**config.mk**
```make
export PLATFORM = sky130hd
export DESIGN_NAME = ram_sp_clr
export DESIGN_NICKNAME = d
export VERILOG_FILES = /design/src/rtl/ram_sp_clr.sv
export SDC_FILE = /design/constraint.sdc
export NUM_CORES = 1
export LEC_CHECK = 0
export BUFFER_PORTS_ARGS = -buffer_cell sky130_fd_sc_hd__buf_2
export CORE_AREA = 3 3 81 83
export CTS_CLUSTER_DIAMETER = 60
export DETAILED_ROUTE_END_ITERATION = 8
export DIE_AREA = 0 0 84 86
export GPL_ROUTABILITY_DRIVEN = 0
export GPL_TIMING_DRIVEN = 0
export PLACE_DENSITY = 0.81
export SLEW_MARGIN = 10
export SYNTH_ARGS = -nofsm -noshare
export SYNTH_HDL_FRONTEND = slang
export SYNTH_SLANG_ARGS = --single-unit
```
**constraint.sdc**
```tcl
create_clock -name clk -period 2 [get_ports clk]
set_clock_uncertainty 0.2 [all_clocks]
set_input_delay 0.5 -clock clk [delete_from_list [all_inputs] [get_ports clk]]
set_output_delay 0.5 -clock clk [all_outputs]
set_load 0.1 [all_outputs]
```
**src/rtl/ram_sp_clr.sv**
```systemverilog
// Single-port RAM with synchronous write, registered read + valid strobe,
// and a clear sequencer that fills the array with CLEAR_VAL after reset or on request.
module ram_sp_clr #(
  parameter int                 DATA_W    = 4,
  parameter int                 ADDR_W    = 4,
  parameter int                 DEPTH     = 16,
  parameter logic [DATA_W-1:0]  CLEAR_VAL = '0
) (
  input  logic              clk,
  input  logic              rst,
  input  logic              we,
  input  logic              re,
  input  logic [ADDR_W-1:0] addr,
  input  logic [DATA_W-1:0] data_in,
  input  logic              clr_req,
  output logic [DATA_W-1:0] data_out,
  output logic              rd_valid,
  output logic              busy
);

  localparam int                IDX_W   = (DEPTH > 1) ? $clog2(DEPTH) : 1;
  localparam logic [ADDR_W:0]   DEPTH_L = (ADDR_W+1)'(DEPTH);
  localparam logic [ADDR_W-1:0] LAST    = ADDR_W'(DEPTH - 1);

  typedef enum logic {CLEAR, READY} state_t;

  state_t            state, state_nxt;
  logic [ADDR_W-1:0] cnt, cnt_nxt;
  logic [DATA_W-1:0] mem [DEPTH];

  logic              in_range, acc, wr_en, rd_en;
  logic [IDX_W-1:0]  aidx, cidx;
  logic [DATA_W-1:0] rd_word;

  assign in_range = ({1'b0, addr} < DEPTH_L);
  // A clear request wins over any access presented in the same cycle.
  assign acc      = (state == READY) && !clr_req;
  assign wr_en    = acc && we && in_range;
  assign rd_en    = acc && re;
  assign aidx     = addr[IDX_W-1:0];
  assign cidx     = cnt[IDX_W-1:0];
  assign busy     = (state == CLEAR);

  always_comb begin
    state_nxt = state;
    cnt_nxt   = cnt;
    case (state)
      CLEAR: begin
        if (cnt == LAST) begin
          state_nxt = READY;
          cnt_nxt   = '0;
        end else begin
          cnt_nxt   = cnt + 1'b1;
        end
      end
      READY: begin
        if (clr_req) state_nxt = CLEAR;
      end
      default: state_nxt = CLEAR;
    endcase
  end

  always_ff @(posedge clk) begin
    if (rst) begin
      state <= CLEAR;
      cnt   <= '0;
    end else begin
      state <= state_nxt;
      cnt   <= cnt_nxt;
    end
  end

  // Array has no reset; the reset edge itself leaves contents untouched.
  always_ff @(posedge clk) begin
    if (!rst) begin
      if (state == CLEAR)
        mem[cidx] <= CLEAR_VAL;
      else if (wr_en)
        mem[aidx] <= data_in;
    end
  end

  // Write-first on a same-cycle write; out-of-range reads return zero.
  always_comb begin
    rd_word = '0;
    if (in_range) rd_word = we ? data_in : mem[aidx];
  end

  always_ff @(posedge clk) begin
    if (rst) begin
      data_out <= '0;
      rd_valid <= 1'b0;
    end else begin
      rd_valid <= rd_en;
      if (rd_en) data_out <= rd_word;
    end
  end

endmodule
```
=== Word level (Yosys, flattened, before mapping) ===
Memories as Yosys holds them, arrays and structs flattened. A register that Yosys moved wholly into a read port is not among the register bits.
Index checks and enable logic that the tools add are counted.

* Output and inout port bits: 6
* Input bits: 13
* Bits in registers: 6
* Memories: 1
* Bits in writable memories: 64
* Word-level logic and storage cells: 26

* Bitwise operators: 1
* Mux-type cells: 14
* Reductions and logical operators: 5
* Add/sub/neg operators: 1
* Equal/unequal tests: 1

{| class="wikitable"
|+ Memory list
! name !! words !! bits a word !! rd ports !! clocked after memory_dff !! wr ports !! line !! RTL
|-
| mem || 16 || 4 || 1 || 1 || 1 || 29 || <nowiki>logic [DATA_W-1:0] mem [DEPTH];</nowiki>
|}

{| class="wikitable"
|+ Operators with widths
! kind !! number
|-
| 4-bit 2-to-1 mux || 3
|-
| 1-bit 2-to-1 mux || 10
|-
| 4-bit by 1-bit adder with 4-bit output (second input constant) || 1
|-
| 4-bit equality test (second input constant) || 1
|-
| 4-bit OR reduction || 1
|-
| 1-bit logical AND || 3
|-
| 1-bit one-hot mux with 2 select lines || 1
|-
| 1-bit logical NOT || 1
|-
| 1-bit inverter || 1
|}

=== Logic depth before layout (Yosys ltp) ===
Gate-level depths: netlist (run 1).

* Depth in word-level cells: 9
* Depth in mapped cells: 7
* Gate-level depth less buffers: 4

=== Least setup slack after synthesis (run 1) ===
OpenSTA, ideal clock, no wires.

* Path type: input to register
* Start: input clr_req
* End: memory mem[10][0], enable pin
* Setup slack: -0.125 ns
* Library setup time: 0.329 ns
* Stages: 5
* Arrival: 1.595 ns
* Path through: and4bb_2 buf_2 mux2i_1 nand2_1 nor2_1

* Word-level cells in the longest chain between the ends: 9

{| class="wikitable"
|+ RTL lines
! element !! line !! RTL
|-
| from (decl) || 15 || <nowiki>input logic clr_req,</nowiki>
|-
| 1-bit logical NOT (*) || 37 || <nowiki>assign acc = (state == READY) && !clr_req;</nowiki>
|-
| 1-bit logical AND (*) || 37 ||
|-
| 1-bit logical AND (*) || 38 || <nowiki>assign wr_en = acc && we && in_range;</nowiki>
|-
| 1-bit 2-to-1 mux (*) || 78 || <nowiki>else if (wr_en)</nowiki>
|-
| 1-bit 2-to-1 mux (*) || 76 || <nowiki>if (state == CLEAR)</nowiki>
|-
| 1-bit 2-to-1 mux (*) || 75 || <nowiki>if (!rst) begin</nowiki>
|-
| 1-bit 2-to-1 mux (not written as such) (*) || 79 || <nowiki>mem[aidx] <= data_in;</nowiki>
|-
| 4-bit OR reduction (no line) || -- ||
|-
| 4-bit 2-to-1 mux (no line) / 1-bit 2-to-1 mux (equally long branches) || -- ||
|-
| to (decl) || 29 ||
|}

Every way passes the cells marked *; elsewhere a longest branch is shown, timed or not.

=== Final worst setup path (run 1) ===
* Start: register state
* End: memory mem[6][0], enable pin

* Word-level cells in the longest chain between the ends: 8

{| class="wikitable"
|+ RTL lines
! element !! line !! RTL
|-
| from (decl) || 27 || <nowiki>state_t state, state_nxt;</nowiki>
|-
| from (signal assigned) || 68 || <nowiki>state <= state_nxt;</nowiki>
|-
| 1-bit logical AND || 37 ||
|-
| 1-bit logical AND || 38 ||
|-
| 1-bit 2-to-1 mux || 78 ||
|-
| 1-bit 2-to-1 mux || 76 ||
|-
| 1-bit 2-to-1 mux || 75 ||
|-
| 1-bit 2-to-1 mux (not written as such) || 79 ||
|-
| 4-bit OR reduction (no line) || -- ||
|-
| 4-bit 2-to-1 mux (no line) / 1-bit 2-to-1 mux (equally long branches) || -- ||
|}

Parallel ways exist; a longest one is shown, timed or not.

==> flow_summary.ini, run 1 <==
[yosys]
ys_top_cells_by_area = edfxtp_1, mux2i_1, mux4_1
synth_edf_count = 64
syn_avg_cell_area_sq_um = 15.09
yosysTopAreaCell = edfxtp_1
synthAdderAreaFrac_pct = 0.3929
synth_xor_area_share_pct = 0.2750
syn_inst = 211
synthSimpleGateAreaFrac_pct = 10.49
synthTopCellsByCount = edfxtp_1, nor2_1, mux2i_1
synth_top_family_by_area = multiplexers
async_flop_share_pct = 0
synth_top_area_share_pct = 60.35
yosysWarnings = 0
synth_compound_area_share_pct = 5.187
ys_seq_area_share_pct = 66.64
synth_flop_cell = edfxtp_1
yosysMostFrequentCell = edfxtp_1
ys_types = 35
syn-num-nets = 225
ys_ff_latch = 74
syn_area_sq_um = 3184
synthMuxAreaShare_pct = 13.87

[critical_path]
critPathKind = flop to flop
critPathLaunchType = flop
path_max_fanout = 10
crit_path_end_kind = flop
arrival_ns = 1.86
critPathRequiredTime_ns = 1.83

[power_and_ir_drop]
ir_worst_vdd_uv = 531.2
p_sw_share_pct = 23.02
internal_power_mw = 2.341
power_mw = 3.041
power_switching_mw = 0.7001
combPwrFrac_pct = 6.9
leakage_nw = 1.397
seqPwrFrac_pct = 55.4
p_per_area_nw_per_um2 = 808.8
clockPowerShare_pct = 37.6

[global_route]
gr-total-overflow = 0
grt_usage_pct = 18.69
grt_pass1_vias = 1852
grt_pass1_wl_microns = 9749
antenna_found_initial = 0
grt_max_degree = 18

[placement]
dpl.hpwl_microns = 4008
port_buffers = 16

[layout]
syn2layout_area_growth_pct = 18.07
antenna_cells = 0
drive_gt1_share_pct = 30.45
nNetsFinal = 252

[cts]
h-tree-depth = 3
hold_buffers = 0
cts.clk_slew.worst_paths_ns = 0.08
insertion_delay_ns = 0.35
cts_buffers = 9
post-cts-setup-buffers = 0
clockBufferDepth = 2
clock-sinks = 74
cts_tree = built
cts_root_buf = clkbuf_8

[timing]
finalMaxSlewViolations = 0
hold_viol = 0
fmax_mhz = 493.9
fin_crit_ns = 2.025
hold_ws_ns = 0.2973
setup_slack_ns = -0.02466
relSlewSlack_pct = 64.96
worst_pin_slew_ns = 0.5239
period_share_pct = 101.2
setup_viol = 20
rsz0062_at_grt = yes

[die]
start_util_pct = 53.78
die_w_microns = 84
io_pins = 19
coreArea_sq_um = 5921
fp-row-count = 28
dieArea_sq_um = 7224
die_h_microns = 86

[route]
drt-pass1-iter-count = 6
via_count = 1864
detail-route-antenna-nets = 0
post_drt_wl_per_cell_microns = 19.12
drc_errors = 0
vias_per_cell = 5.862
wl_microns = 6080
drtIter0Drc = 138

[hold_path]
worstHoldPathType = input pin to flop

[outcome]
violations = setup timing
outcome = finished with violations

[run]
max-cap-violations = 0
[stage by stage]
step                setup TNS [ns]  std cells  area [sq um]  utilization (%)  worst slack [ns]
floorplan                   -2.586        211          3253                -          -0.06019
global placement            -34.63        302          3427            57.88           -0.5995
detailed placement          -37.43        302          3427            57.88           -0.5805
CTS                        -0.5906        318          3692            62.36          -0.06329
global route                -2.431        318          3760            63.50           -0.1149
finish                     -0.2606        318          3760            63.50          -0.02466
[power groups by stage]
stage          Sequential (mW)  Clock (mW)  Combinational (mW)
6_report                  1.69        1.14               0.210
5_1_grt                   1.69        1.25               0.225
4_1_cts                   1.68        1.17               0.193
3_5_place_dp              1.72           0               0.181
3_3_place_gp              1.72           0               0.178
2_1_floorplan             1.72           0               0.136
[flip-flops by register name, summed over array words and instances (netlist names)]
| name | flops |
|---|---|
| state | 1 |
| rd_valid | 1 |
| data_out | 4 |
| cidx | 4 |
| mem | 64 |
[cell families (layout without fill, tap and decap cells)]
kind of cell | count (synthesis) | after routing
AO/OA/AOI/OAI | 24 | 24
XOR/XNOR | 1 | 1
multiplexers | 31 | 31
flip-flops | 74 | 74
adder cells (fa/ha/maj) | 1 | 1
buffers and inverters | 13 | 45
AND/OR/NAND/NOR | 67 | 67
[worst max-delay path, cell delays in order (launching register included)]
cell and delay, ns:
dfxtp_1 0.32, buf_2 0.17, or2_2 0.30, a21oi_2 0.25
nand2_2 0.20, nor2_2 0.26
[cells in the final DEF (no fill, tap or decap), drive strengths merged, types with 5 or more instances in the layout]
cell type  instances
edfxtp            64
nor2              28
buf               25
mux2i             22
dfxtp             10
nand2             10
clkbuf             9
mux4               8
a21oi              6
inv                6
or2                6
a31oi              5
[final timing paths]
check | start | to | slack, ns | cells past startpoint
max | state | mem[6][0] | -0.02 | 5
min | re | rd_valid | 0.30 | 4
max reg2reg | state | mem[6][0] | -0.02 | 5
min reg2reg | data_out[3] | data_out[3] | 0.31 | 2
[timing repair]
item	CTS	global route
resized for setup	16	16
setup endpoints to repair	58	67
pin swaps	0	1
[area by class of cell]
class | count | area, sq um
multi-input cells | 124 | 1151
fillers | 423 | 2161
flip-flops and latches | 74 | 2122
clock inverters | 7 | 76.32
clock buffers | 9 | 123.9
well taps | 75 | 93.84
plain buffers | 9 | 95.09
repair buffers | 16 | 82.58
inverters | 4 | 15.01
[per-layer routing]
layer,GRT usage (%),up-vias,share of wire [%]
met2,28.92,57,49
met1,23.88,921,42
met5,0,-,0
met4,9.795,0,2.3
met3,5.764,11,6.3
li1,-,875,-
Note: power is estimated with default switching activity, not from simulation.
==> run 2, diff against run 1 <==
--- a/config.mk
+++ b/config.mk
@@ -6,13 +6,13 @@
 export NUM_CORES = 1
 export LEC_CHECK = 0
 export BUFFER_PORTS_ARGS = -buffer_cell sky130_fd_sc_hd__buf_2
-export CORE_AREA = 3 3 81 83
+export CORE_AREA = 3 3 108 110
 export CTS_CLUSTER_DIAMETER = 60
 export DETAILED_ROUTE_END_ITERATION = 8
-export DIE_AREA = 0 0 84 86
+export DIE_AREA = 0 0 111 113
 export GPL_ROUTABILITY_DRIVEN = 0
 export GPL_TIMING_DRIVEN = 0
-export PLACE_DENSITY = 0.81
+export PLACE_DENSITY = 0.53
 export SLEW_MARGIN = 10
 export SYNTH_ARGS = -nofsm -noshare
 export SYNTH_HDL_FRONTEND = slang
==> run 2 against run 1 <==
The flow still finishes with violations (setup timing). Register-to-register slack better by 0.04 ns. Combinational power hardly changed. Die area is 74% higher. Total power is 4.8% higher.
==> flow_summary.ini, run 2 (synthesis gave the netlist of run 1 again) <==
[route]
detail-route-antenna-nets = 0
via_count = 1792
post_drt_wl_per_cell_microns = 16.81
vias_per_cell = 4.679
drc_errors = 0
wl_microns = 6439
drtIter0Drc = 124
drt-pass1-iter-count = 4

[power_and_ir_drop]
ir_worst_vdd_uv = 317.7
leakage_nw = 1.414
p_per_area_nw_per_um2 = 825.3
combPwrFrac_pct = 6.5
clockPowerShare_pct = 40.6
p_sw_share_pct = 22.56
internal_power_mw = 2.469
power_switching_mw = 0.7191
seqPwrFrac_pct = 52.9

[critical_path]
critPathKind = input pin to flop
path_max_fanout = 10
rrSetupSlack_ns = 0.02
arrival_ns = 1.84
critPathLaunchType = input pin
critPathRequiredTime_ns = 1.84
crit_path_end_kind = flop

[cts]
hold_buffers = 0
cts_root_buf = clkbuf_8
clock-sinks = 74
insertion_delay_ns = 0.34
h-tree-depth = 3
cts_buffers = 9
clockBufferDepth = 2
cts.clk_slew.worst_paths_ns = 0.08
cts_tree = built

[outcome]
outcome = finished with violations
violations = setup timing

[layout]
largest_register_ffs = 64
mostFrequentLayoutCell = edfxtp_1
finalInstanceArea_sq_um = 3862
mostFrequentLayoutCells = edfxtp_1, mux2i_1, buf_2, nor2_1, nor2_4
stdcell_count = 383
nNetsFinal = 252
largest-register = mem
drive_gt1_share_pct = 30.04
syn2layout_area_growth_pct = 21.30
antenna_cells = 0
utilization_pct = 35.79

[global_route]
gr-total-overflow = 0
grt_pass1_vias = 1778
antenna_found_initial = 0
grt_usage_pct = 10.64
grt_max_degree = 18
grt_pass1_wl_microns = 9949

[placement]
place_ws_ns = -0.6679
port_buffers = 16
place_inst = 367
placed_area_sq_um = 3508
dpl.hpwl_microns = 4420

[timing]
setup_slack_ns = -0.001604
fin_crit_ns = 2.002
finalMaxSlewViolations = 0
fmax_mhz = 499.6
worst_pin_slew_ns = 0.5542
hold_ws_ns = 0.2822
hold_viol = 0
setup_viol = 1
rsz0062_at_grt = yes
period_share_pct = 100.1
relSlewSlack_pct = 63.06

[die]
io_pins = 19
dieArea_sq_um = 12540
start_util_pct = 29.50
die_w_microns = 111
die_h_microns = 113
coreArea_sq_um = 10790
fp-row-count = 38

[run]
max-cap-violations = 0

[hold_path]
worstHoldPathType = input pin to flop
## run 2: power by group through the flow
| stage | clock network, mW | registers, mW | logic, mW |
|---|---|---|---|
| floorplan | 0 | 1.72 | 0.136 |
| global placement | 0 | 1.72 | 0.186 |
| detailed placement | 0 | 1.72 | 0.187 |
| CTS | 1.31 | 1.68 | 0.192 |
| global route | 1.37 | 1.69 | 0.226 |
| finish | 1.30 | 1.68 | 0.208 |
## run 2: final timing paths
check | depth (start not counted) | end | startpoint
max | 6 | mem[9][1] | clr_req
min | 4 | rd_valid | re
max reg2reg | 5 | mem[9][1] | state
min reg2reg | 2 | data_out[3] | data_out[3]
## run 2: critical path: stages
cell and delay, ns:
buf_2 0.11, and4bb_4 0.39, buf_8 0.18, mux2i_4 0.28, nand2_2 0.18, nor2_4 0.20
## run 2: area by class of cell
type | count | area (sq um)
Buffer | 9 | 95.09
Clock buffer | 9 | 123.9
Clock inverter | 7 | 98.84
Fill cell | 1031 | 6930
Inverter | 4 | 15.01
Multi-Input combinational cell | 124 | 1150
Sequential cell | 74 | 2122
Tap cell | 140 | 175.2
Timing Repair Buffer | 16 | 82.58
## run 2: layer usage
| metal | track usage, % | part of all wire (%) |
|---|---|---|
| met2 | 16.59 | 50 |
| met3 | 2.620 | 3.8 |
| met1 | 14.02 | 44 |
| met4 | 5.090 | 1.5 |
| met5 | 0 | 0 |
## run 2: what timing repair did
action | CTS | global route
endpoints found under the hold margin | 0 | 0
pin swaps | 0 | 1
cloned | 0 | 0
setup endpoints to repair | 61 | 83
buffers inserted | 0 | 0
resized for setup | 7 | 24
## run 2: through the flow
stage / setup TNS, ns / power (mW)
after floorplan: -2.586 / 1.853
final: -0.001604 / 3.188
after CTS: -4.084 / 3.190
after global routing: -2.326 / 3.287
after global placement: -38.31 / 1.906
after detailed placement: -42.63 / 1.908
